<file path="config.mk">
export PLATFORM = sky130hd
export DESIGN_NAME = multicycle_ctrl_fsm
export DESIGN_NICKNAME = d
export VERILOG_FILES = /design/src/rtl/multicycle_ctrl_fsm.sv
export SDC_FILE = /design/constraint.sdc
export NUM_CORES = 1
export LEC_CHECK = 0
export ABC_AREA = 1
export CORE_AREA = 2 2 66 83
export DETAILED_ROUTE_END_ITERATION = 16
export DIE_AREA = 0 0 68 85
export PLACE_DENSITY = 0.86
export SLEW_MARGIN = 20
export SYNTH_ARGS = -nofsm -noshare
export SYNTH_HDL_FRONTEND = slang
export SYNTH_SLANG_ARGS = --single-unit
</file>
<file path="constraint.sdc">
create_clock -name clk -period 2.3 [get_ports clk]
set_clock_uncertainty 0.2 [all_clocks]
set_input_delay 0.23 -clock clk [delete_from_list [all_inputs] [get_ports clk]]
set_output_delay 0.23 -clock clk [all_outputs]
set_load 0.005 [all_outputs]
</file>
<file path="src/rtl/multicycle_ctrl_fsm.sv">
// -----------------------------------------------------------------------------
// multicycle_ctrl_fsm
//
// Control FSM for a shared-ALU multi-cycle RV32I core. Decodes opcode/funct3
// from the instruction register into per-state datapath mux selects and write
// enables. Supports loads/stores with a variable-latency memory handshake,
// R/I ALU ops, LUI, AUIPC, JAL, JALR, conditional branches, illegal-opcode
// detection (halt or skip) and a wrapping retired-instruction counter.
//
// Parameters
//   MEM_WAIT_EN     : 1 = FETCH/MEM_RD/MEM_WR wait for mem_ready, 0 = ignore it
//   HALT_ON_ILLEGAL : 1 = illegal opcode parks in HALT, 0 = skip back to FETCH
//   CNT_W           : width of retire_cnt
//
// Ports
//   clk, rst_n                 : clock, synchronous active-low reset
//   opcode, funct3             : IR[6:0], IR[14:12]
//   alu_zero, alu_lt, alu_ltu  : ALU compare flags for branches
//   mem_ready                  : memory completes the current request
//   mem_req, sel_mem_addr      : memory request, address select (0 PC, 1 alu_reg)
//   we_ir, we_mdr              : instruction / memory-data register loads
//   sel_alu_src_a/b, alu_op    : ALU operand selects and operation class
//   sel_result                 : result bus select (alu_reg/mdr/pc_plus_4/imm)
//   we_pc, we_pc_plus_4, we_old_pc, we_alu_reg, we_rf, we_mem : write enables
//   retire, retire_cnt         : completion pulse and running count
//   illegal, halted            : illegal-instruction flag, FSM parked in HALT
// All outputs read 0 while rst_n is low.
// -----------------------------------------------------------------------------
module multicycle_ctrl_fsm #(
  parameter logic MEM_WAIT_EN     = 1'b1,
  parameter logic HALT_ON_ILLEGAL = 1'b1,
  parameter int   CNT_W           = 16
) (
  input  logic             clk,
  input  logic             rst_n,
  input  logic [6:0]       opcode,
  input  logic [2:0]       funct3,
  input  logic             alu_zero,
  input  logic             alu_lt,
  input  logic             alu_ltu,
  input  logic             mem_ready,
  output logic             mem_req,
  output logic             sel_mem_addr,
  output logic             we_ir,
  output logic             we_mdr,
  output logic [1:0]       sel_alu_src_a,
  output logic [1:0]       sel_alu_src_b,
  output logic [1:0]       alu_op,
  output logic [1:0]       sel_result,
  output logic             we_pc,
  output logic             we_pc_plus_4,
  output logic             we_old_pc,
  output logic             we_alu_reg,
  output logic             we_rf,
  output logic             we_mem,
  output logic             retire,
  output logic [CNT_W-1:0] retire_cnt,
  output logic             illegal,
  output logic             halted
);

  // One-hot state encoding
  localparam logic [13:0] S_FETCH    = 14'h0001;
  localparam logic [13:0] S_DECODE   = 14'h0002;
  localparam logic [13:0] S_EXE_ADDR = 14'h0004;
  localparam logic [13:0] S_MEM_RD   = 14'h0008;
  localparam logic [13:0] S_WB_MEM   = 14'h0010;
  localparam logic [13:0] S_MEM_WR   = 14'h0020;
  localparam logic [13:0] S_EXE_R    = 14'h0040;
  localparam logic [13:0] S_EXE_I    = 14'h0080;
  localparam logic [13:0] S_WB_ALU   = 14'h0100;
  localparam logic [13:0] S_JAL_PC   = 14'h0200;
  localparam logic [13:0] S_EXE_JALR = 14'h0400;
  localparam logic [13:0] S_JALR_PC  = 14'h0800;
  localparam logic [13:0] S_BRANCH   = 14'h1000;
  localparam logic [13:0] S_HALT     = 14'h2000;

  localparam logic [6:0] OP_LOAD   = 7'b0000011;
  localparam logic [6:0] OP_STORE  = 7'b0100011;
  localparam logic [6:0] OP_R      = 7'b0110011;
  localparam logic [6:0] OP_I      = 7'b0010011;
  localparam logic [6:0] OP_LUI    = 7'b0110111;
  localparam logic [6:0] OP_AUIPC  = 7'b0010111;
  localparam logic [6:0] OP_JAL    = 7'b1101111;
  localparam logic [6:0] OP_JALR   = 7'b1100111;
  localparam logic [6:0] OP_BRANCH = 7'b1100011;

  logic [13:0]      state_q, state_d;
  logic [CNT_W-1:0] cnt_q;
  logic             illegal_q, illegal_d;
  // Write-back result select chosen at DECODE so WB_ALU stays a pure
  // function of registered state (11 LUI, 10 JAL/JALR, 00 otherwise).
  logic [1:0]       wb_sel_q, wb_sel_d;
  logic             mem_rdy;
  logic             taken;
  logic             dec_illegal;

  assign mem_rdy = MEM_WAIT_EN ? mem_ready : 1'b1;

  always_comb begin
    case (funct3)
      3'b000:  taken = alu_zero;
      3'b001:  taken = !alu_zero;
      3'b100:  taken = alu_lt;
      3'b101:  taken = !alu_lt;
      3'b110:  taken = alu_ltu;
      3'b111:  taken = !alu_ltu;
      default: taken = 1'b0;
    endcase
  end

  always_comb begin
    // NOTE: every signal assigned in this block gets a default here first, so
    // no path through the case leaves one unassigned and no latch is inferred.
    state_d       = state_q;
    wb_sel_d      = wb_sel_q;
    illegal_d     = HALT_ON_ILLEGAL ? illegal_q : 1'b0;
    dec_illegal   = 1'b0;
    mem_req       = 1'b0;
    sel_mem_addr  = 1'b0;
    we_ir         = 1'b0;
    we_mdr        = 1'b0;
    sel_alu_src_a = 2'b00;
    sel_alu_src_b = 2'b00;
    alu_op        = 2'b00;
    sel_result    = 2'b00;
    we_pc         = 1'b0;
    we_pc_plus_4  = 1'b0;
    we_old_pc     = 1'b0;
    we_alu_reg    = 1'b0;
    we_rf         = 1'b0;
    we_mem        = 1'b0;
    retire        = 1'b0;
    halted        = 1'b0;

    case (state_q)
      S_FETCH: begin
        mem_req       = 1'b1;
        sel_alu_src_b = 2'b10;
        if (mem_rdy) begin
          we_ir        = 1'b1;
          we_pc        = 1'b1;
          sel_result   = 2'b10;
          we_pc_plus_4 = 1'b1;
          we_old_pc    = 1'b1;
          state_d      = S_DECODE;
        end
      end
      S_DECODE: begin
        // alu_reg = old_pc + imm: branch/JAL target and AUIPC result
        sel_alu_src_a = 2'b10;
        sel_alu_src_b = 2'b01;
        we_alu_reg    = 1'b1;
        wb_sel_d      = 2'b00;
        case (opcode)
          OP_LOAD, OP_STORE: state_d = S_EXE_ADDR;
          OP_R:              state_d = S_EXE_R;
          OP_I:              state_d = S_EXE_I;
          OP_AUIPC:          state_d = S_WB_ALU;
          OP_LUI: begin
            state_d  = S_WB_ALU;
            wb_sel_d = 2'b11;
          end
          OP_JAL: begin
            state_d  = S_JAL_PC;
            wb_sel_d = 2'b10;
          end
          OP_JALR: begin
            state_d  = S_EXE_JALR;
            wb_sel_d = 2'b10;
          end
          OP_BRANCH: begin
            if (funct3[2:1] == 2'b01) dec_illegal = 1'b1;
            else                      state_d     = S_BRANCH;
          end
          default: dec_illegal = 1'b1;
        endcase
        if (dec_illegal) begin
          illegal_d = 1'b1;
          state_d   = HALT_ON_ILLEGAL ? S_HALT : S_FETCH;
        end
      end
      S_EXE_ADDR: begin
        sel_alu_src_a = 2'b01;
        sel_alu_src_b = 2'b01;
        we_alu_reg    = 1'b1;
        state_d       = (opcode == OP_STORE) ? S_MEM_WR : S_MEM_RD;
      end
      S_MEM_RD: begin
        mem_req      = 1'b1;
        sel_mem_addr = 1'b1;
        if (mem_rdy) begin
          we_mdr  = 1'b1;
          state_d = S_WB_MEM;
        end
      end
      S_WB_MEM: begin
        sel_result = 2'b01;
        we_rf      = 1'b1;
        retire     = 1'b1;
        state_d    = S_FETCH;
      end
      S_MEM_WR: begin
        // we_mem stays high for the whole request; completion is mem_ready
        mem_req      = 1'b1;
        sel_mem_addr = 1'b1;
        we_mem       = 1'b1;
        if (mem_rdy) begin
          retire  = 1'b1;
          state_d = S_FETCH;
        end
      end
      S_EXE_R: begin
        sel_alu_src_a = 2'b01;
        sel_alu_src_b = 2'b00;
        alu_op        = 2'b01;
        we_alu_reg    = 1'b1;
        state_d       = S_WB_ALU;
      end
      S_EXE_I: begin
        sel_alu_src_a = 2'b01;
        sel_alu_src_b = 2'b01;
        alu_op        = 2'b10;
        we_alu_reg    = 1'b1;
        state_d       = S_WB_ALU;
      end
      S_WB_ALU: begin
        sel_result = wb_sel_q;
        we_rf      = 1'b1;
        retire     = 1'b1;
        state_d    = S_FETCH;
      end
      S_JAL_PC, S_JALR_PC: begin
        sel_result = 2'b00;
        we_pc      = 1'b1;
        state_d    = S_WB_ALU;
      end
      S_EXE_JALR: begin
        sel_alu_src_a = 2'b01;
        sel_alu_src_b = 2'b01;
        we_alu_reg    = 1'b1;
        state_d       = S_JALR_PC;
      end
      S_BRANCH: begin
        sel_alu_src_a = 2'b01;
        sel_alu_src_b = 2'b00;
        alu_op        = 2'b11;
        sel_result    = 2'b00;
        we_pc         = taken;
        retire        = 1'b1;
        state_d       = S_FETCH;
      end
      S_HALT: begin
        halted = 1'b1;
      end
      default: state_d = S_FETCH;   // non-one-hot code recovers to FETCH
    endcase

    // Reset is synchronous, so outputs are squashed combinationally while it
    // is held: an aborted instruction writes nothing.
    if (!rst_n) begin
      mem_req       = 1'b0;
      sel_mem_addr  = 1'b0;
      we_ir         = 1'b0;
      we_mdr        = 1'b0;
      sel_alu_src_a = 2'b00;
      sel_alu_src_b = 2'b00;
      alu_op        = 2'b00;
      sel_result    = 2'b00;
      we_pc         = 1'b0;
      we_pc_plus_4  = 1'b0;
      we_old_pc     = 1'b0;
      we_alu_reg    = 1'b0;
      we_rf         = 1'b0;
      we_mem        = 1'b0;
      retire        = 1'b0;
      halted        = 1'b0;
    end
  end

  assign retire_cnt = rst_n ? cnt_q : '0;
  assign illegal    = rst_n & illegal_q;

  // NOTE: state registers use non-blocking assignments so every flop samples
  // the pre-edge values regardless of statement order.
  always_ff @(posedge clk) begin
    if (!rst_n) begin
      state_q   <= S_FETCH;
      cnt_q     <= '0;
      illegal_q <= 1'b0;
      wb_sel_q  <= 2'b00;
    end else begin
      state_q   <= state_d;
      illegal_q <= illegal_d;
      wb_sel_q  <= wb_sel_d;
      if (retire) cnt_q <= cnt_q + CNT_W'(1);
    end
  end

endmodule

</file>
==> summary.md, run 1 <==
| Metric | Value |
|---|---|
| Maxcap violations | `0` |
| XOR/XNOR Fraction of Synth Area | `4.54%` |
| Synth Area in Simple Gates | `46.7%` |
| Worst Hold Class | `reg2reg` |
| Clk root buf | `clkbuf_8` |
| WP data arrival | `1830 ps` |
| Critical path capture point type | `output port` |
| Number of DRC markers in iteration 0 | `253` |
| Post-synthesis mux area share | `0.399%` |
| Area after DPL | `0.00318 mm2` |
| Port Buffers | `52` |
| Nets@finish | `504` |
| Largest family of logic cells by synthesized area | `simple AND/OR/NAND/NOR gates` |
| H-tree lvl count | `2` |
| Unrepaired setup endpoints after global routing | `true` |
| Clk buf depth | `2` |
| Setup TNS | `0 ps` |
| Adder-cell share of the synthesized area | `0.499%` |
| Mapped cell area | `0.00251 mm2` |
| Psw | `714 uW` |
| Die area | `0.00578 mm2` |
| Grt ovf | `0` |
| Slew Limit Fails | `0` |
| Pre-antenna DRT Iters | `5` |
| Clock-pin slew on the worst setup and hold paths | `70 ps` |
| All-layer global routing usage | `27.1%` |
| Worst-skew pair later-pin latency | `290 ps` |
| Largest net degree at the start of global routing | `14` |
| Post-route cell area | `0.00361 mm2` |
| Compound-Gate Fraction of Synth Area | `8.19%` |
| Syn_nets | `412` |
| Final GP Congestion | `1.02` |
| Power Density | `524 mW/mm2` |
| Min Tclk post-route | `2260 ps` |
| Outcome | `finished clean` |
| CTS Hold Bufs | `0` |
| Layout cell share with drive strength beyond 1 | `26.1%` |
| Fin crit share | `98.5%` |
| DRT Wirelength | `8090 um` |
| ANT nets after route | `0` |
| Area grow syn2layout | `44.2%` |
| Reg power frac | `33.6%` |
| Post-synthesis register bit count | `33` |
| FMAX | `442 MHz` |
| Cell row count | `29` |
| CORE AREA | `0.00501 mm2` |
| Vias in the first global route | `2755` |
| Count of cell types in the netlist | `36` |
| Gate Count Post-Synth | `395` |
| Clock network fraction of design power | `23.6%` |
| Crit path kind | `reg2out` |
| Routed vias/inst | `5.49` |
| CP startpoint | `state_q[5]` |
| Logic pwr share | `42.8%` |
| Critical path peak fanout | `4` |
| Total power | `1890 uW` |
| VDD IR max | `0.000365 V` |
| DP HPWL | `5400 um` |
| Worst relative slew slack | `63.0%` |
| Die Y-Extent | `85 um` |
| # clock sinks | `33` |
| Hold Violations, Final | `0` |
| # fillers | `367` |
| First-pass GRT wire length | `12100 um` |
| Die extent in x | `68 um` |
| Via Count | `3015` |
| Residual DRC count | `0` |
| Reg2reg start | `state_q[9]` |
| DP Worst Slack | `8.84 ps` |
| Setup ws final | `35.5 ps` |
| Initial antenna violation count | `0` |
| Register area share after synthesis | `26.4%` |
| IO Pins | `53` |
| CP required | `1870 ps` |
| Drt wl/cell | `14.7 um` |
| Leak | `0.00184 uW` |
| Int Power | `1180 uW` |
| Initial core utilization | `50.0%` |
| Sw frac | `37.7%` |
| Total CTS buffers | `5` |
| CTS tree | `yes` |
| CP startpoint kind | `flop` |
| Synth warn | `0` |
| Hold_sp | `illegal_q` |
| Syn avg cell area | `6.34 um2` |
| Slew @ Worst Pin | `554 ps` |
| Antenna diode count | `0` |
| Setup Viol. Count Final | `0` |
-- stage by stage --
stage               utilization, %  hold WS [ps]  std cells
floorplan                        -           217        395
global placement              63.6           232        518
detailed placement            63.6           249        518
CTS                           69.5           267        539
global route                  72.2           312        549
finish                        72.2           255        549
-- registers in the layout (all words and copies together), names as in the netlist --
| register | flops |
|---|---|
| cnt_q | 16 |
| illegal_q | 1 |
| state_q | 14 |
| wb_sel_q | 2 |
-- area by class of cell --
| class | count | area [um2] | share of cell area (%) |
|---|---|---|---|
| Clock buffer | 7 | 86.3 | 2.39 |
| Inverter | 68 | 255 | 7.06 |
| Multi-Input combinational cell | 282 | 1640 | 45.5 |
| Sequential cell | 33 | 682 | 18.9 |
| Tap cell | 62 | 77.6 | 2.15 |
| Timing Repair Buffer | 97 | 868 | 24.0 |
-- critical path: stages (launching register included) --
cell and delay (ps):
dfxtp_4 360, buf_4 130, nor3_1 340, nand3_4 160, a21oi_4 160, o21ai_0 100, inv_1 60, dlygate4sd2_1 230
-- placed cells by master (no fill, tap or decap), types with 5 or more instances in the layout --
master           synthesis  routed
nand2_1                 90      86
inv_1                   64      63
buf_4                    2      38
nor2_1                  42      34
nand3_1                 36      32
clkdlybuf4s50_1          0      32
dfxtp_1                 33      22
nor3_1                  21      20
dlygate4sd2_1            0      15
nand2_2                 13      13
a21oi_1                 15      13
nand4_1                 11      11
nor2_4                   3      10
a21oi_2                  8       9
xor2_1                   9       9
dfxtp_2                  0       8
nand3_2                  4       7
nor2_2                   6       7
buf_6                    1       7
nand2_4                  2       6
clkbuf_8                 0       6
o21ai_0                  5       5
-- what timing repair did --
action | CTS | global route
pin swaps | 10 | 15
setup buffers | 14 | 11
gates resized for setup | 55 | 22
setup endpoints to repair | 18 | 7
-- cell usage after synthesis, drive strengths merged --
library cell	count	area share, %
a21boi	1	0.30
a21oi	23	5.8
a22oi	1	0.30
buf	7	2.4
clkbuf	5	0.75
clkinv	1	0.15
dfxtp	33	26
ha	1	0.50
inv	67	10
mux2i	1	0.40
nand2	105	18
nand3	41	9.5
nand4	12	3.6
nor2	54	12
nor3	21	4.2
nor4	1	0.25
o211ai	1	0.30
o21a	1	0.30
o21ai	6	1.2
xnor2	4	1.4
xor2	9	3.1
-- logic make-up after synthesis --
| kind of cell | after synthesis |
|---|---|
| AO/OA/AOI/OAI | 33 |
| XOR/XNOR | 13 |
| adder cells (fa/ha/maj) | 1 |
| buffers and inverters | 80 |
| flip-flops | 33 |
| multiplexers | 1 |
| AND/OR/NAND/NOR | 234 |
-- final timing paths --
check | to | slack [ps] | cells past startpoint
worst max-delay path | sel_result[1] | 40 | 7
worst min-delay path | illegal_q | 250 | 2
worst max register to register | state_q[8] | 60 | 15
worst min register to register | illegal_q | 250 | 2
-- routing by layer --
metal	part of all wire (%)	track usage [%]	wire, um
met1	35	28.7	2860
met2	54	49.4	4390
met3	6.4	4.51	518
met4	4.0	13.6	325
met5	0	0	0
-- power groups by stage --
| stage | Combinational (uW) | Clock, uW | Sequential, uW |
|---|---|---|---|
| 2_1_floorplan | 420 | 0 | 637 |
| 3_3_place_gp | 660 | 0 | 640 |
| 3_5_place_dp | 670 | 0 | 642 |
| 4_1_cts | 721 | 447 | 630 |
| 5_1_grt | 859 | 475 | 639 |
| 6_report | 810 | 446 | 636 |
Note: power is estimated with default switching activity, not from simulation.
==> run 2, diff against run 1 <==
CORE_AREA = 2 2 73 75   (was 2 2 66 83)
CTS_CLUSTER_SIZE = 10   (was default)
DIE_AREA = 0 0 75 77   (was 0 0 68 85)
==> run 2 against run 1 <==
Net effect:
- the flow now finishes with violations (setup timing)
- final cell count rose by 1.6%
- non-clock buffer count did not move
- wire length rose by 7.9%
- count of clock-buffer cells in the layout did not move
- largest power group unchanged
==> summary.md, run 2 (synthesis results as in run 1) <==
| Metric | Value |
|---|---|
| Outcome | `complete, but fails checks` |
| Failing checks | `setup timing` |
| Leak | `0.00190 uW (+3.0%)` |
| Reg2reg start | `state_q[6]` |
| Residual DRC count | `0 (unchanged)` |
| Die extent in x | `75 um (+10%)` |
| CTS tree | `yes` |
| CTS Hold Bufs | `0 (unchanged)` |
| H-tree lvl count | `2 (unchanged)` |
| Worst relative slew slack | `70.3% (+7.2 points)` |
| Setup TNS | `-91.4 ps (-91.4 ps)` |
| Reg power frac | `28.8% (-4.8 points)` |
| Sw frac | `36.9% (-0.83 points)` |
| VDD IR max | `0.000428 V (+17%)` |
| First-pass GRT wire length | `12000 um (-0.91%)` |
| Psw | `808 uW (+13%)` |
| Power Density | `593 mW/mm2 (+13%)` |
| Port Buffers | `52 (unchanged)` |
| Cell row count | `26 (-10%)` |
| CORE AREA | `0.00498 mm2 (-0.60%)` |
| Hold_sp | `illegal_q` |
| Drt wl/cell | `15.6 um (+6.1%)` |
| Worst reg2reg path depth | `14 (-1)` |
| Total power | `2190 uW (+16%)` |
| Most flops, register | `cnt_q` |
| Antenna diode count | `0 (unchanged)` |
| Worst path cell trace | `nor2_4 -> buf_4 -> buf_4 -> buf_4 -> nand3_1 -> nor2_2 -> buf_4 -> nand2_2 -> a21oi_1 -> dlygate4sd2_1` |
| DP HPWL | `5040 um (-6.6%)` |
| Biggest regs | `cnt_q (16), state_q (14), wb_sel_q (2)` |
| Total CTS buffers | `5 (unchanged)` |
| Logic pwr share | `44.7% (+1.9 points)` |
| Setup Viol. Count Final | `3 (+3)` |
| DRT Wirelength | `8730 um (+7.9%)` |
| Die area | `0.00578 mm2 (about the same)` |
| Worst Hold Class | `reg2reg` |
| Min Tclk post-route | `2360 ps (+91.7 ps)` |
| # fillers | `347 (-5.4%)` |
| Area after DPL | `0.00321 mm2 (+0.71%)` |
| Critical path capture point type | `output port` |
| WP data arrival | `1930 ps (+100 ps)` |
| Worst-skew pair later-pin latency | `290 ps (about the same)` |
| Unrepaired setup endpoints after global routing | `true` |
| Fin crit share | `102% (+4.0 points)` |
| Clk buf depth | `2 (unchanged)` |
| Pre-antenna DRT Iters | `6 (+1)` |
| Reg2reg setup slack | `30 ps (-30 ps)` |
| Setup ws final | `-56.2 ps (-91.7 ps)` |
| Clock-pin slew on the worst setup and hold paths | `70 ps (about the same)` |
| Register Area | `677 um2 (-0.73%)` |
| Area grow syn2layout | `47.2%` |
| Largest net degree at the start of global routing | `27 (+13)` |
| Clock network fraction of design power | `26.5% (+2.9 points)` |
| Multi-input gate area | `0.00167 mm2 (+1.7%)` |
| Int Power | `1380 uW (+17%)` |
| Hold Violations, Final | `0 (unchanged)` |
| Die Y-Extent | `77 um (-9.4%)` |
| Most frequent cells in the layout | `85 x nand2_1, 61 x inv_1, 41 x buf_4, 36 x nor2_1, 32 x clkdlybuf4s50_1` |
| Largest register FFs | `16 (unchanged)` |
| Crit path kind | `reg2out` |
| Commonest non-fill, non-tap cell in the layout | `nand2_1` |
| DP Worst Slack | `66.0 ps (+57.2 ps)` |
| Initial core utilization | `50.4% (+0.30 points)` |
| Initial antenna violation count | `0 (unchanged)` |
| Grt ovf | `0 (unchanged)` |
| Via Count | `3085 (+2.3%)` |
| Nets@finish | `504 (unchanged)` |
| Slew Limit Fails | `0 (unchanged)` |
| All-layer global routing usage | `26.4% (-0.66 points)` |
| Clk root buf | `clkbuf_8` |
| Delay of the slowest critical-path stage | `340 ps (-20 ps)` |
| Crit Reg-Reg Endpoint | `cnt_q[6]` |
| Number of DRC markers in iteration 0 | `310 (+23%)` |
| Critical path's most frequent cell | `buf_4` |
| Hold Path Depth | `2 (unchanged)` |
| CP required | `1870 ps (about the same)` |
| Vias in the first global route | `2645 (-4.0%)` |
| Critical path peak fanout | `4 (unchanged)` |
| Layout cell share with drive strength beyond 1 | `27.3% (+1.2 points)` |
| Slew @ Worst Pin | `442 ps (-112 ps)` |
| Post-route cell area | `0.00369 mm2 (+2.1%)` |
| Routed vias/inst | `5.53 (+0.67%)` |
| ANT nets after route | `0 (unchanged)` |
| Final GP Congestion | `0.941 (-7.7%)` |
| # clock sinks | `33 (unchanged)` |
| FMAX | `424 MHz (-3.9%)` |
| IO Pins | `53 (unchanged)` |
| CP startpoint kind | `flop` |
| Maxcap violations | `0 (unchanged)` |
| Slowest-stage cell, CP | `dfxtp_2` |
| WHS Endpoint | `illegal_q` |
==> run 2: power groups by stage <==
stage / registers, uW / logic, uW / clock network [uW]
floorplan: 637 / 420 / 0
global placement: 640 / 668 / 0
detailed placement: 641 / 680 / 0
CTS: 627 / 732 / 570
global route: 632 / 1030 / 593
finish: 631 / 978 / 580
==> run 2: what timing repair did <==
item,4_1_cts,5_1_grt
endpoints found under the setup margin,18,14
setup buffers,10,14
pin swaps,13,20
gates resized for setup,37,48
==> run 2: cell type report <==
| class | count | area share (%) |
|---|---|---|
| Multi-Input combinational cell | 282 | 45.3 |
| Timing Repair Buffer | 97 | 23.9 |
| Sequential cell | 33 | 18.3 |
| Inverter | 68 | 6.92 |
| Tap cell | 70 | 2.37 |
| Clock buffer | 7 | 2.34 |
| Clock inverter | 1 | 0.814 |
==> run 2: worst max-delay path by stage <==
stage | to | start | depth (start not counted)
floorplan | we_old_pc | state_q[13] | 6
global placement | we_pc | funct3[2] | 8
detailed placement | we_pc | state_q[6] | 10
CTS | sel_result[1] | state_q[11] | 10
global route | sel_mem_addr | state_q[6] | 10
finish | sel_mem_addr | state_q[6] | 10
==> run 2: per-stage QoR <==
step / hold slack [ps] / std cells / utilization, %
floorplan: 217 / 395 / -
finish: 256 / 558 / 74.1
global route: 297 / 558 / 74.1
CTS: 264 / 544 / 69.7
global placement: 231 / 526 / 64.4
detailed placement: 249 / 526 / 64.4
==> run 2: per-layer routing <==
| layer | vias up | share of wire (%) | GRT usage [%] | wire length [um] |
|---|---|---|---|---|
| li1 | 1428 | - | - | - |
| met1 | 1390 | 39 | 34.0 | 3400 |
| met5 | - | 0 | 0 | 0 |
| met4 | 0 | 5.0 | 10.5 | 437 |
| met2 | 212 | 47 | 42.6 | 4090 |
| met3 | 55 | 9.2 | 4.86 | 800 |
==> run 2: critical path, delay by kind of cell (launching register included) <==
kind / cells / cell delay [ps]
buffers and inverters: 5 / 690
AO/OA/AOI/OAI: 1 / 160
AND/OR/NAND/NOR: 4 / 440
flip-flops: 1 / 340
==> run 3, diff against run 2 <==
CORE_AREA = 2 2 88 69   (was 2 2 73 75)
DIE_AREA = 0 0 90 71   (was 0 0 75 77)
PLACE_DENSITY = 0.82   (was 0.86)
clock period = 2 ns   (was 2.3 ns; I/O delays follow)
==> run 3 against run 2 <==
Net effect:
- the run still ends with setup timing left
- clock power rose by 18%
- critical path depth rose by 1
- sequential cell count did not move
- sequential power rose by 16%
- global-route usage rose by 2.4 points
- non-clock buffer count rose by 41
- final cell count rose by 8.8%
- count of clock-buffer cells in the layout did not move
- critical path type unchanged
- critical endpoint is now we_pc
- largest cell class unchanged
- largest power group unchanged
- highest routed layer unchanged
==> summary.md, run 3 (synthesis results as in run 1) <==
| Metric | Value |
|---|---|
| Routed vias/inst | `5.81 (+5.0%)` |
| Layout cell share with drive strength beyond 1 | `40.1% (+13 points)` |
| Crit Reg-Reg Endpoint | `cnt_q[5]` |
| All-layer global routing usage | `28.8% (+2.4 points)` |
| Setup ws final | `-219 ps (-163 ps)` |
| Most flops, register | `cnt_q` |
| Failing checks | `setup timing` |
| ANT nets after route | `0 (unchanged)` |
| Pre-antenna DRT Iters | `7 (+1)` |
| Port Buffers | `52 (unchanged)` |
| Setup Viol. Count Final | `38 (+35)` |
| Min Tclk post-route | `2220 ps` |
| Clk buf depth | `2 (unchanged)` |
| Antenna diode count | `0 (unchanged)` |
| Clock-pin slew on the worst setup and hold paths | `80 ps (about the same)` |
| Biggest regs | `cnt_q (16), state_q (14), wb_sel_q (2)` |
| Initial antenna violation count | `0 (unchanged)` |
| Worst Hold Class | `in2reg` |
| Power Density | `682 mW/mm2 (+15%)` |
| Global route hottest layer | `met2` |
| Unrepaired setup endpoints after global routing | `true` |
| Initial core utilization | `44.9% (-5.5 points)` |
| Final GP Congestion | `0.994 (+5.7%)` |
| Post-route cell area | `0.00428 mm2 (+16%)` |
| CP startpoint | `state_q[6]` |
| Largest register FFs | `16 (unchanged)` |
| Cells after DPL | `573 (+8.9%)` |
| H-tree lvl count | `2 (unchanged)` |
| Commonest non-fill, non-tap cell in the layout | `nand2_1` |
| Total power | `2920 uW (+34%)` |
| Die area | `0.00639 mm2 (+11%)` |
| Leak | `0.00208 uW (+9.4%)` |
| Die extent in x | `90 um (+20%)` |
| Grt ovf | `0 (unchanged)` |
| Residual DRC count | `0 (unchanged)` |
| CP startpoint kind | `flop` |
| # clock sinks | `33 (unchanged)` |
| Area after DPL | `0.00351 mm2 (+9.4%)` |
| FMAX | `451 MHz` |
| Critical path peak fanout | `3 (-1)` |
| Reg2reg start | `state_q[10]` |
| Via Count | `3524 (+14%)` |
| Met2 GRT Util | `47.3% (+4.7 points)` |
| Crit path kind | `reg2out` |
| Filler-free cell count of the finished design | `607 (+8.8%)` |
| Slew Limit Fails | `0 (unchanged)` |
| Nets@finish | `545 (+8.1%)` |
| Worst reg2reg path depth | `12 (-2)` |
| WP data arrival | `1820 ps (-110 ps)` |
| CTS tree | `yes` |
| Die Y-Extent | `71 um (-7.8%)` |
| Total CTS buffers | `5 (unchanged)` |
| Critical path capture point type | `output port` |
| Multi-input gate area | `0.00189 mm2 (+13%)` |
| GR Layer Usage met3 | `4.47% (-0.39 points)` |
| Outcome | `complete, but fails checks` |
| Met1 usage | `36.9% (+2.8 points)` |
| VDD IR max | `0.000456 V (+6.6%)` |
| Area grow syn2layout | `70.8%` |
| Register Area | `674 um2 (-0.37%)` |
| Worst relative slew slack | `69.4% (-0.85 points)` |
| Most frequent cells in the layout | `79 x nand2_1, 60 x inv_1, 57 x buf_4, 34 x nor2_1, 31 x clkdlybuf4s50_1` |
| DRT Wirelength | `11200 um (+28%)` |
| Maxcap violations | `0 (unchanged)` |
| Number of DRC markers in iteration 0 | `603 (+95%)` |
| CP required | `1600 ps (-270 ps)` |
| Clk root buf | `clkbuf_8` |
| DP Worst Slack | `-271 ps (-337 ps)` |
| Slew @ Worst Pin | `455 ps (+12.6 ps)` |
| Hold Violations, Final | `0 (unchanged)` |
| Worst setup path endpoint | `we_pc` |
| CORE AREA | `0.00559 mm2 (+12%)` |
| IO Pins | `53 (unchanged)` |
| Drt wl/cell | `18.5 um (+18%)` |
| Fin crit share | `111%` |
| DP HPWL | `6130 um (+22%)` |
| First-pass GRT wire length | `14800 um (+23%)` |
| # fillers | `358 (+3.2%)` |
| Cell row count | `24 (-7.7%)` |
| Largest net degree at the start of global routing | `14 (-48%)` |
| Vias in the first global route | `3137 (+19%)` |
| Reg2reg setup slack | `-150 ps (-180 ps)` |
| Fin util | `76.7% (+2.5 points)` |
| Worst-skew pair later-pin latency | `310 ps (+20 ps)` |
## run 3: report_power, final
part,internal [uW],total (uW),switching [uW]
combinational,707,1500,797
clock,406,683,276
sequential,695,735,40.2
total,1810,2920,1110
## run 3: area by class of cell
class	instances	share of cell area [%]
clock buffers	7	2.02
clock inverters	1	0.701
inverters	68	5.96
flip-flops and latches	33	15.8
repair buffers	138	29.1
multi-input cells	282	44.2
well taps	78	2.28
## run 3: layer usage
layer	share of wire (%)	up-vias
met1	36	1596
li1	-	1514
met3	11	118
met2	45	296
met4	7.9	0
met5	0	-
## run 3: how the worst min path moves through the flow
stage | start | to | depth (start not counted)
floorplan | opcode[5] | state_q[7] | 3
global placement | illegal_q | illegal_q | 2
detailed placement | illegal_q | illegal_q | 2
CTS | rst_n | illegal_q | 4
global route | rst_n | illegal_q | 4
finish | rst_n | illegal_q | 4
## run 3: worst max-delay path: stages, from the launching register on
cell and delay (ps):
dfxtp_2 350, nor2_4 130, nand2_4 90, nor2_4 170
buf_6 130, nand3_4 70, inv_1 100, nand2_1 100
o21ai_2 100, nor2_1 60, nor2_1 80, buf_2 110
## run 3: through the flow
| step | TNS, ps | hold WS [ps] |
|---|---|---|
| 6_report | -4070 | 237 |
| 5_1_grt | -5560 | 261 |
| 4_1_cts | -1100 | 247 |
| 3_5_place_dp | -4360 | 252 |
| 3_3_place_gp | -3410 | 231 |
| 2_1_floorplan | 0 | 190 |
## run 3: repair_timing
action / CTS / global route
setup endpoints to repair: 48 / 43
cloned: 1 / 0
setup buffers: 21 / 8
pin swaps: 31 / 24
hold buffers: 0 / 0
gates resized for setup: 149 / 57
